===== config.mk =====
export PLATFORM = sky130hd
export DESIGN_NAME = tcdm_req_mux
export DESIGN_NICKNAME = d
export VERILOG_FILES = /design/src/rtl/tcdm_pkg.sv /design/src/rtl/tcdm_id_fifo.sv /design/src/rtl/tcdm_req_mux.sv
export SDC_FILE = /design/constraint.sdc
export NUM_CORES = 1
export LEC_CHECK = 0
export CELL_PAD_IN_SITES_DETAIL_PLACEMENT = 2
export CELL_PAD_IN_SITES_GLOBAL_PLACEMENT = 2
export CORE_AREA = 2 2 231 233
export DETAILED_ROUTE_END_ITERATION = 8
export DIE_AREA = 0 0 233 235
export GPL_ROUTABILITY_DRIVEN = 1
export PLACE_DENSITY_LB_ADDON = 0.1
export SLEW_MARGIN = 20
export SYNTH_ARGS = -nofsm -noshare
export SYNTH_HDL_FRONTEND = slang
export SYNTH_SLANG_ARGS = --single-unit

===== constraint.sdc =====
create_clock -name clk_i -period 6.5 [get_ports clk_i]
set_clock_uncertainty 0.2 [all_clocks]
set_input_delay 0.65 -clock clk_i [delete_from_list [all_inputs] [get_ports clk_i]]
set_output_delay 0.65 -clock clk_i [all_outputs]
set_load 0.005 [all_outputs]

===== src/rtl/tcdm_pkg.sv =====
// Shared types and constants for the TCDM request multiplexer.
// Holds the request bundle type, the performance counter width and a
// small helper that sizes index/pointer fields with a minimum of one bit.
package tcdm_pkg;

  localparam int unsigned TcdmAddrWidth = 32;
  localparam int unsigned TcdmDataWidth = 32;
  localparam int unsigned TcdmBeWidth   = TcdmDataWidth / 8;

  localparam int unsigned PERF_CNT_W = 32;

  typedef struct packed {
    logic [TcdmAddrWidth-1:0] add;
    logic                     wen;
    logic [TcdmDataWidth-1:0] wdata;
    logic [TcdmBeWidth-1:0]   be;
  } tcdm_req_t;

  // Bits needed to index n items; never narrower than one bit.
  function automatic int unsigned idx_width(input int unsigned n);
    return (n > 1) ? $clog2(n) : 1;
  endfunction

endpackage


===== src/rtl/tcdm_id_fifo.sv =====
// In-order ID FIFO: remembers which requester issued each outstanding
// transaction so responses can be routed back. Depth need not be a power
// of two; pointers wrap explicitly at Depth. Push when full and pop when
// empty are ignored so the occupancy can never go out of range.
module tcdm_id_fifo
  import tcdm_pkg::*;
#(
  parameter int unsigned Depth = 4,
  parameter int unsigned Width = 2
) (
  input  logic             clk_i,
  input  logic             rst_ni,
  input  logic             push_i,
  input  logic             pop_i,
  input  logic [Width-1:0] data_i,
  output logic [Width-1:0] head_o,
  output logic             full_o,
  output logic             empty_o
);

  localparam int unsigned CntW = $clog2(Depth + 1);
  localparam int unsigned PtrW = idx_width(Depth);
  localparam logic [PtrW-1:0] LastPtr  = PtrW'(Depth - 1);
  localparam logic [CntW-1:0] DepthCnt = CntW'(Depth);

  logic [Width-1:0] mem_r [Depth];
  logic [PtrW-1:0]  wptr_r;
  logic [PtrW-1:0]  rptr_r;
  logic [CntW-1:0]  cnt_r;
  logic             push_s;
  logic             pop_s;

  // Advance a pointer by one, wrapping at the last entry.
  function automatic logic [PtrW-1:0] next_ptr(input logic [PtrW-1:0] p);
    return (p == LastPtr) ? {PtrW{1'b0}} : p + PtrW'(1);
  endfunction

  assign full_o  = (cnt_r == DepthCnt);
  assign empty_o = (cnt_r == {CntW{1'b0}});
  assign push_s  = push_i & ~full_o;
  assign pop_s   = pop_i & ~empty_o;
  assign head_o  = mem_r[rptr_r];

  // Storage: write the incoming ID at the write pointer.
  always_ff @(posedge clk_i or negedge rst_ni) begin
    if (!rst_ni) begin
      for (int unsigned i = 0; i < Depth; i++) begin
        mem_r[i] <= {Width{1'b0}};
      end
    end else if (push_s) begin
      mem_r[wptr_r] <= data_i;
    end else begin
      mem_r[wptr_r] <= mem_r[wptr_r];
    end
  end

  // Pointers and occupancy; simultaneous push and pop leaves the count unchanged.
  always_ff @(posedge clk_i or negedge rst_ni) begin
    if (!rst_ni) begin
      wptr_r <= {PtrW{1'b0}};
      rptr_r <= {PtrW{1'b0}};
      cnt_r  <= {CntW{1'b0}};
    end else begin
      wptr_r <= push_s ? next_ptr(wptr_r) : wptr_r;
      rptr_r <= pop_s ? next_ptr(rptr_r) : rptr_r;
      case ({push_s, pop_s})
        2'b10:   cnt_r <= cnt_r + CntW'(1);
        2'b01:   cnt_r <= cnt_r - CntW'(1);
        default: cnt_r <= cnt_r;
      endcase
    end
  end

endmodule


===== src/rtl/tcdm_req_mux.sv =====
// tcdm_req_mux: shares one TCDM initiator port among NumReq requesters.
// Round-robin arbitration, in-order ID FIFO for response routing and a
// cap of MaxOutstanding transactions in flight.
// Optional performance counters are enabled with TCDM_REQ_MUX_PERF_EN.
module tcdm_req_mux
  import tcdm_pkg::*;
#(
  parameter int unsigned NumReq         = 4,
  parameter int unsigned AddrWidth      = 32,
  parameter int unsigned DataWidth      = 32,
  parameter int unsigned BeWidth        = DataWidth / 8,
  parameter int unsigned MaxOutstanding = 4,
  parameter bit          WriteRespOn    = 1'b1
) (
  input  logic                          clk_i,
  input  logic                          rst_ni,
  input  logic [NumReq-1:0]             req_i,
  input  logic [NumReq*AddrWidth-1:0]   add_i,
  input  logic [NumReq-1:0]             wen_i,
  input  logic [NumReq*DataWidth-1:0]   wdata_i,
  input  logic [NumReq*BeWidth-1:0]     be_i,
  output logic [NumReq-1:0]             gnt_o,
  output logic [NumReq-1:0]             vld_o,
  output logic [NumReq*DataWidth-1:0]   rdata_o,
  output logic                          req_o,
  output logic [AddrWidth-1:0]          add_o,
  output logic                          wen_o,
  output logic [DataWidth-1:0]          wdata_o,
  output logic [BeWidth-1:0]            be_o,
  input  logic                          gnt_i,
  input  logic                          vld_i,
  input  logic [DataWidth-1:0]          rdata_i,
  output logic [PERF_CNT_W-1:0]         perf_grant_o,
  output logic [PERF_CNT_W-1:0]         perf_stall_o
);

  localparam int unsigned IdxW = idx_width(NumReq);
  localparam logic [IdxW-1:0] LastReq = IdxW'(NumReq - 1);

  logic [IdxW-1:0] rr_ptr_r;
  logic [IdxW-1:0] winner_s;
  logic [IdxW-1:0] sel_s;
  logic [IdxW-1:0] fifo_head_s;
  logic            found_s;
  logic            any_req_s;
  logic            needs_slot_s;
  logic            blocked_s;
  logic            fire_s;
  logic            push_s;
  logic            pop_s;
  logic            fifo_full_s;
  logic            fifo_empty_s;

  // Round-robin search: first active request at or after the pointer.
  always_comb begin
    logic [IdxW-1:0] idx_v;
    idx_v    = {IdxW{1'b0}};
    winner_s = {IdxW{1'b0}};
    found_s  = 1'b0;
    for (int unsigned i = 0; i < NumReq; i++) begin
      idx_v = IdxW'((32'(rr_ptr_r) + i) % NumReq);
      if (!found_s && req_i[idx_v]) begin
        found_s  = 1'b1;
        winner_s = idx_v;
      end else begin
        found_s  = found_s;
      end
    end
  end

  assign any_req_s = |req_i;
  // A store takes no FIFO slot when writes are fire-and-forget, so full
  // does not hold it back. The full decision ignores a same-cycle pop.
  assign needs_slot_s = WriteRespOn | ~wen_i[winner_s];
  assign blocked_s    = fifo_full_s & needs_slot_s;
  assign req_o        = any_req_s & ~blocked_s;
  assign fire_s       = req_o & gnt_i;
  assign push_s       = fire_s & needs_slot_s;
  assign pop_s        = vld_i & ~fifo_empty_s;

  // Request field mux; idle fields show requester 0.
  always_comb begin
    sel_s   = req_o ? winner_s : {IdxW{1'b0}};
    add_o   = add_i[32'(sel_s) * AddrWidth +: AddrWidth];
    wen_o   = wen_i[sel_s];
    wdata_o = wdata_i[32'(sel_s) * DataWidth +: DataWidth];
    be_o    = be_i[32'(sel_s) * BeWidth +: BeWidth];
  end

  // Grant goes back only to the winner, and only when the port fires.
  always_comb begin
    gnt_o           = {NumReq{1'b0}};
    gnt_o[winner_s] = fire_s;
  end

  // Response routing: one-hot of the oldest outstanding ID, same cycle.
  always_comb begin
    vld_o = {NumReq{1'b0}};
    if (pop_s) begin
      vld_o[fifo_head_s] = 1'b1;
    end else begin
      vld_o = {NumReq{1'b0}};
    end
  end

  assign rdata_o = {NumReq{rdata_i}};

  // Round-robin pointer moves past the winner on every fire.
  always_ff @(posedge clk_i or negedge rst_ni) begin
    if (!rst_ni) begin
      rr_ptr_r <= {IdxW{1'b0}};
    end else if (fire_s) begin
      rr_ptr_r <= (winner_s == LastReq) ? {IdxW{1'b0}} : winner_s + IdxW'(1);
    end else begin
      rr_ptr_r <= rr_ptr_r;
    end
  end

  tcdm_id_fifo #(
    .Depth (MaxOutstanding),
    .Width (IdxW)
  ) u_id_fifo (
    .clk_i   (clk_i),
    .rst_ni  (rst_ni),
    .push_i  (push_s),
    .pop_i   (pop_s),
    .data_i  (winner_s),
    .head_o  (fifo_head_s),
    .full_o  (fifo_full_s),
    .empty_o (fifo_empty_s)
  );

`ifdef TCDM_REQ_MUX_PERF_EN
  logic [PERF_CNT_W-1:0] perf_grant_r;
  logic [PERF_CNT_W-1:0] perf_stall_r;
  logic                  stall_s;

  assign stall_s = any_req_s & (blocked_s | ~gnt_i);

  // Free-running grant and stall counters, wrapping at 2^32.
  always_ff @(posedge clk_i or negedge rst_ni) begin
    if (!rst_ni) begin
      perf_grant_r <= {PERF_CNT_W{1'b0}};
      perf_stall_r <= {PERF_CNT_W{1'b0}};
    end else begin
      perf_grant_r <= fire_s ? perf_grant_r + PERF_CNT_W'(1) : perf_grant_r;
      perf_stall_r <= stall_s ? perf_stall_r + PERF_CNT_W'(1) : perf_stall_r;
    end
  end

  assign perf_grant_o = perf_grant_r;
  assign perf_stall_o = perf_stall_r;
`else
  assign perf_grant_o = {PERF_CNT_W{1'b0}};
  assign perf_stall_o = {PERF_CNT_W{1'b0}};
`endif

endmodule


* Word-level counts from Yosys, hierarchy flattened
Cells that the tools add are included.
** Storage, ports and cells
- Logic and storage cells :: 97
- Flip-flop bits (word level) :: 17
- Input bits :: 316
** Operators by class
- Eq/ne operators :: 6
- Magnitude comparators :: 12
- Add/subtract/negate cells :: 8
- Shifts and indexed selects :: 3
- Reduce and logical (&&, ||, !) cells :: 12
- Muxes and demuxes :: 38
- Bitwise logic cells :: 10
** Operators by type and width (number)
- 128-bit by 8-bit variable part select with 32-bit output :: 2
- 2-bit two-way mux :: 13
- 2-bit by 3-bit < comparator with 1-bit output (second input constant) :: 7
- 8-bit bitwise mux :: 2
- 16-bit by 5-bit variable part select with 4-bit output :: 1
- 1-bit binary-select mux with 2-bit select :: 5
- 1-bit two-way mux :: 10
- 2-bit by 1-bit adder with 2-bit output (second input constant) :: 4
- 2-bit binary-select mux with 2-bit select :: 2
- 2-bit equality test (second input constant) :: 4
- 8-bit two-way mux :: 1
- 3-bit >= comparator (second input constant) :: 2
- 1-bit logical AND :: 6
- 2-bit inverter with 3-bit output :: 2
- 3-bit case mux with 2 select lines :: 1
- 1-bit AND :: 5
- 2-bit adder (second input constant) :: 2
- 4-bit AND :: 1
- 1-bit demux with 2-bit select :: 2
- 2-bit demux with 2-bit select :: 1
- 2-bit by 1-bit >= comparator with 1-bit output (second input constant) :: 2
- 4-bit two-way mux :: 1
- 4-bit OR reduction :: 1
- 3-bit by 1-bit adder with 3-bit output (second input constant) :: 1
- 8 further kinds :: 11

* Depth between registers and ports, before layout
- Depth after elaboration :: 17
- Mapped depth :: 9

* By module
Synthesis repeated with hierarchy kept, for this count alone.
** Second synthesis, totals
- Cell total of the unflattened synthesis :: 537
- Area total of the unflattened synthesis :: 4992.3 um2
** By module, submodules not included
- tcdm_req_mux :: cells an instance 468, area each 4162.7 um2, times used 1, sequential area each 50.0 um2
- tcdm_id_fifo :: cells an instance 69, area each 829.5 um2, times used 1, sequential area each 375.4 um2

* Worst setup path before layout
OpenSTA, ideal clock, no wires.
- Path type :: in2out
- From :: input port req_i[1]
- To :: output port add_o[21]
- Data arrival time :: 2.166 ns
- Cell stages on the path :: 8
- Buffers on the path :: 3
- Setup slack :: 3.484 ns
- Cells stage by stage :: mux2_4 -> o221ai_4 -> or4b_1 -> buf_2 -> buf_6 -> buf_6 -> o32ai_1 -> a21oi_1
** On the way
- Longest elaborated chain between the ends :: 14
- Elaborated cells between the ends (all ways) :: 25
- Those cells by class :: shift (1); mux (16); bitwise (1); reduce/logical (7)
** RTL lines
- start: declaration :: line tcdm_req_mux.sv:17 : input logic [NumReq-1:0] req_i,
- 1-bit binary-select mux with 2-bit select :: line tcdm_req_mux.sv:62 : if (!found_s && req_i[idx_v]) begin
- 1-bit two-way mux (implied by the code) :: line tcdm_req_mux.sv:62
- 1-bit two-way mux :: line tcdm_req_mux.sv:62
- 1-bit zero test :: line tcdm_req_mux.sv:62
- 1-bit logical AND :: line tcdm_req_mux.sv:62
- 1-bit two-way mux :: line tcdm_req_mux.sv:62
- 1-bit zero test :: line tcdm_req_mux.sv:62
- 1-bit logical AND :: line tcdm_req_mux.sv:62
- 1-bit two-way mux :: line tcdm_req_mux.sv:62
- 1-bit zero test :: line tcdm_req_mux.sv:62
- 1-bit logical AND :: line tcdm_req_mux.sv:62
- 2-bit two-way mux :: line tcdm_req_mux.sv:62
- 2-bit two-way mux (*) :: line tcdm_req_mux.sv:83 : sel_s = req_o ? winner_s : {IdxW{1'b0}};
- 128-bit by 8-bit variable part select with 32-bit output (*) :: line tcdm_req_mux.sv:84 : add_o = add_i[32'(sel_s) * AddrWidth +: AddrWidth];
- end: declaration :: line tcdm_req_mux.sv:26 : output logic [AddrWidth-1:0] add_o,
Every way passes the cells marked *; elsewhere a longest branch is shown, timed or not. The select of a mux whose other input is x is not followed.

* Worst setup path in the final report
- From :: input port req_i[1]
- To :: output port wdata_o[26]
** On the way
- Longest elaborated chain between the ends :: 14
- Elaborated cells between the ends (all ways) :: 25
- Those cells by class :: shift (1); mux (16); bitwise (1); reduce/logical (7)
** RTL lines
- 1-bit binary-select mux with 2-bit select :: line tcdm_req_mux.sv:62
- 1-bit two-way mux (implied by the code) :: line tcdm_req_mux.sv:62
- 1-bit two-way mux :: line tcdm_req_mux.sv:62
- 1-bit zero test :: line tcdm_req_mux.sv:62
- 1-bit logical AND :: line tcdm_req_mux.sv:62
- 1-bit two-way mux :: line tcdm_req_mux.sv:62
- 1-bit zero test :: line tcdm_req_mux.sv:62
- 1-bit logical AND :: line tcdm_req_mux.sv:62
- 1-bit two-way mux :: line tcdm_req_mux.sv:62
- 1-bit zero test :: line tcdm_req_mux.sv:62
- 1-bit logical AND :: line tcdm_req_mux.sv:62
- 2-bit two-way mux :: line tcdm_req_mux.sv:62
- 2-bit two-way mux (*) :: line tcdm_req_mux.sv:83
- 128-bit by 8-bit variable part select with 32-bit output (*) :: line tcdm_req_mux.sv:86 : wdata_o = wdata_i[32'(sel_s) * DataWidth +: DataWidth];
- end: declaration :: line tcdm_req_mux.sv:28 : output logic [DataWidth-1:0] wdata_o,
Marks and branches as above.

==> flow_summary_export.csv <==
group,metric,value,unit
status,status,"finished clean",
sta,relSlewSlack,0.4116,
logic_synthesis,synth_edf_count,0,
sta,report.final.slew_viol_count,0,
drt,viasPerCell,3.291,
logic_synthesis,synthTopCellsByCount,"buf_4 (192), a21oi_1 (80), mux2i_1 (70)",
clock_tree,cts_resized,0,
die,fp.dieW,233,um
final_layout,area.growth.synth_to_final,75.45,%
drt,drc_errors,0,
sta,setup_tns,0,ps
grt,overflow,0,
final_layout,drive_above_1_share,0.03320,
setup_path,setup.worst_path.start_class,"primary input",
die,ios,586,
logic_synthesis,ys.flop_type,"dfrtp_1",
setup_path,crit_arrival,3890,ps
logic_synthesis,async_reset_ff_frac,1.000,
clock_tree,cts_tree,"built",
clock_tree,clk_path_buf_depth,2,
clock_tree,post_cts_buffers,0,
drt,final_antenna_net_count,0,
drt,drtIter0Drc,104,
final_layout,fill_cells,6069,
worst_hold_path,hp-class,"register to register",
drt,drt-total-wl,30.07,mm
die,die_area,54760,sq um
sta,setup_slack,1763,ps
sta,hold_viol_final,0,
logic_synthesis,synth_most_common_cell,"buf_4",
die,coreArea,52240,sq um
setup_path,crit_type,"primary input to primary output",
grt,antenna_found_initial,3,
grt,grt_pass1_vias,5011,
logic_synthesis,netlist_area,4358,sq um
pwr,ir_drop,0.1123,mV
setup_path,crit_slowest_cell,"buf_4",
clock_tree,cts_buffers,3,
sta,rsz0062_at_grt,"false",
setup_path,crit_top_cell,"clkdlybuf4s50_1",
drt,wl_per_cell,20.85,um
die,initial_core_util,0.08343,
setup_path,crit_family,"buffers and inverters",
logic_synthesis,yosys.cell_types.count,36,
clock_tree,clkSlewWorstSetupHoldPaths,50,ps
setup_path,critPathMaxStageDelay,600,ps
setup_path,end_kind,"primary output",
logic_synthesis,syn_avg_cell_area,7.982,sq um
logic_synthesis,synthTopCellsByArea,"buf_4 (33%), mux2i_1 (16%), o32ai_1 (14%)",
pwr,leakage,0.002823,uW
logic_synthesis,ys_ff_latch,17,
logic_synthesis,yosys.area.top_type,"buf_4",
sta,clock.fmax,211.1,MHz
grt,grt_pass1_wl,40.31,mm
setup_path,required,5650,ps
final_layout,nets,1081,
logic_synthesis,synth_top_area_share,0.3307,
setup_path,worst-path-buf-inv,3,
setup_path,crit_path_cell_trace,"clkdlybuf4s50_1 > a21boi_0 > o221ai_4 > nor2_4 > buf_4 > o32ai_1 > a21oi_1 > clkdlybuf4s50_1",
clock_tree,clock_sinks,17,
die,die_h,235,um
clock_tree,h-tree-depth,1,
clock_tree,postCtsHoldBufs,0,
clock_tree,root_buffer,"clkbuf_16",
setup_path,reg2reg_from,"u_id_fifo.cnt_r[0]$_DFFE_PN0P_",
flow_run,cap_violations,0,
drt,num_vias,4745,
grt,grt_usage,0.1020,
sta,finalCritPeriodShare,0.7287,
placed_design,post-place-ws,1617,ps
pwr,pwr_density_cell,323.5,nW/um^2
logic_synthesis,yosys_warnings,0,
logic_synthesis,synth-seq-area-share,0.09762,
worst_hold_path,hold_path.startpoint,"u_id_fifo.cnt_r[0]$_DFFE_PN0P_",
placed_design,port_buffers,361,
setup_path,worstSetupStartpoint,"req_i[1]",
logic_synthesis,postSynthCellCount,546,
sta,tightest_slew,879.8,ps
die,fp-row-count,84,
grt,grt_max_degree,54,
placed_design,dp_hpwl,25.13,mm
clock_tree,clkLatencyLatePin,250,ps
sta,finalSetupViolCount,0,
placed_design,globalplace.congestion,0.7257,
sta,period_minus_slack,4737,ps
drt,first_pass_iters,4,
setup_path,crit_fanout,53,
## cell families (layout without fill, tap and decap cells)
family                   after synthesis  in the layout  synth area share
AO/OA/AOI/OAI                        157            157            0.2504
XOR/XNOR                               3              3          0.006030
adder cells (fa/ha/maj)               11             11           0.03330
buffers and inverters                243            387            0.3796
flip-flops                            17             17           0.09762
multiplexers                          77             77            0.1901
other                                  1             65         0.0008605
AND/OR/NAND/NOR                       37             37           0.04221
## flip-flops by register name, indices dropped and copies added (netlist names)
register and flops:
rr_ptr_r 2, u_id_fifo.cnt_r 3, u_id_fifo.wptr_r 2, u_id_fifo.mem_r 8
u_id_fifo.rptr_r 2
## power breakdown
group / internal [uW] / total (uW) / switching [uW]
Combinational: 1080 / 2120 / 1040
Clock: 83.4 / 127 / 43.9
Sequential: 160 / 227 / 66.7
## metrics by stage
| step | hold slack (ps) | power, uW | cells | util | instance area [sq um] |
|---|---|---|---|---|---|
| finish | 344.6 | 2474 | 1442 | 0.1464 | 7646 |
| global route | 378.4 | 2702 | 1442 | 0.1464 | 7646 |
| CTS | 352.4 | 2565 | 1441 | 0.1463 | 7644 |
| detailed placement | 342.8 | 2425 | 1437 | 0.1448 | 7565 |
| global placement | 335.9 | 2441 | 1437 | 0.1448 | 7565 |
| floorplan | 154.4 | 1274 | 609 | - | 4594 |
## cell usage in the layout (no fill, tap or decap), drive strengths merged, types with 6 or more instances in the layout
cell type	Yosys	layout
a21oi	80	80
buf	205	9
clkdlybuf4s50	0	361
conb	1	64
dfrtp	17	17
ha	10	10
inv	13	13
mux2i	70	70
nor2	15	15
nor3	6	6
o32ai	68	68
## layout make-up
class | instances | area, sq um | share of cell area
diodes | 1 | 2.502 | 0.0003273
inverters | 13 | 48.80 | 0.006382
repair buffers | 370 | 3694 | 0.4831
multi-input cells | 349 | 2536 | 0.3317
well taps | 688 | 860.8 | 0.1126
flip-flops and latches | 17 | 425.4 | 0.05564
clock buffers | 4 | 78.83 | 0.01031
## final timing paths
path / to / slack, ps / cells past startpoint
worst max-delay path: wdata_o[26] / 1760 / 8
worst min-delay path: u_id_fifo.cnt_r[0]$_DFFE_PN0P_ / 340 / 1
worst max register to register: u_id_fifo.cnt_r[2]$_DFFE_PN0P_ / 4020 / 8
worst min register to register: u_id_fifo.cnt_r[0]$_DFFE_PN0P_ / 340 / 1
max in group asynchronous: u_id_fifo.mem_r[2]$_DFFE_PN0P_ / 4860 / 1
min in group asynchronous: u_id_fifo.cnt_r[0]$_DFFE_PN0P_ / 700 / 1
## routing by layer
metal  part of all wire  GRT usage  wire length, um  vias up
met5            0.00043          0               13        -
met3              0.090    0.03095             2700       23
li1                   -          -                -     2167
met2               0.51     0.1886            15330      276
met4             0.0060    0.01062              180        2
met1               0.39     0.1177            11840     2277
## worst reg2reg max path: stages (launching register included)
cell	delay, ps
dfrtp_1	420
nor2_1	240
a211o_1	430
ha_1	280
inv_1	60
fa_1	370
xor2_1	150
nor2_1	110
xor2_1	150
Note: power is estimated with default switching activity, not from simulation.
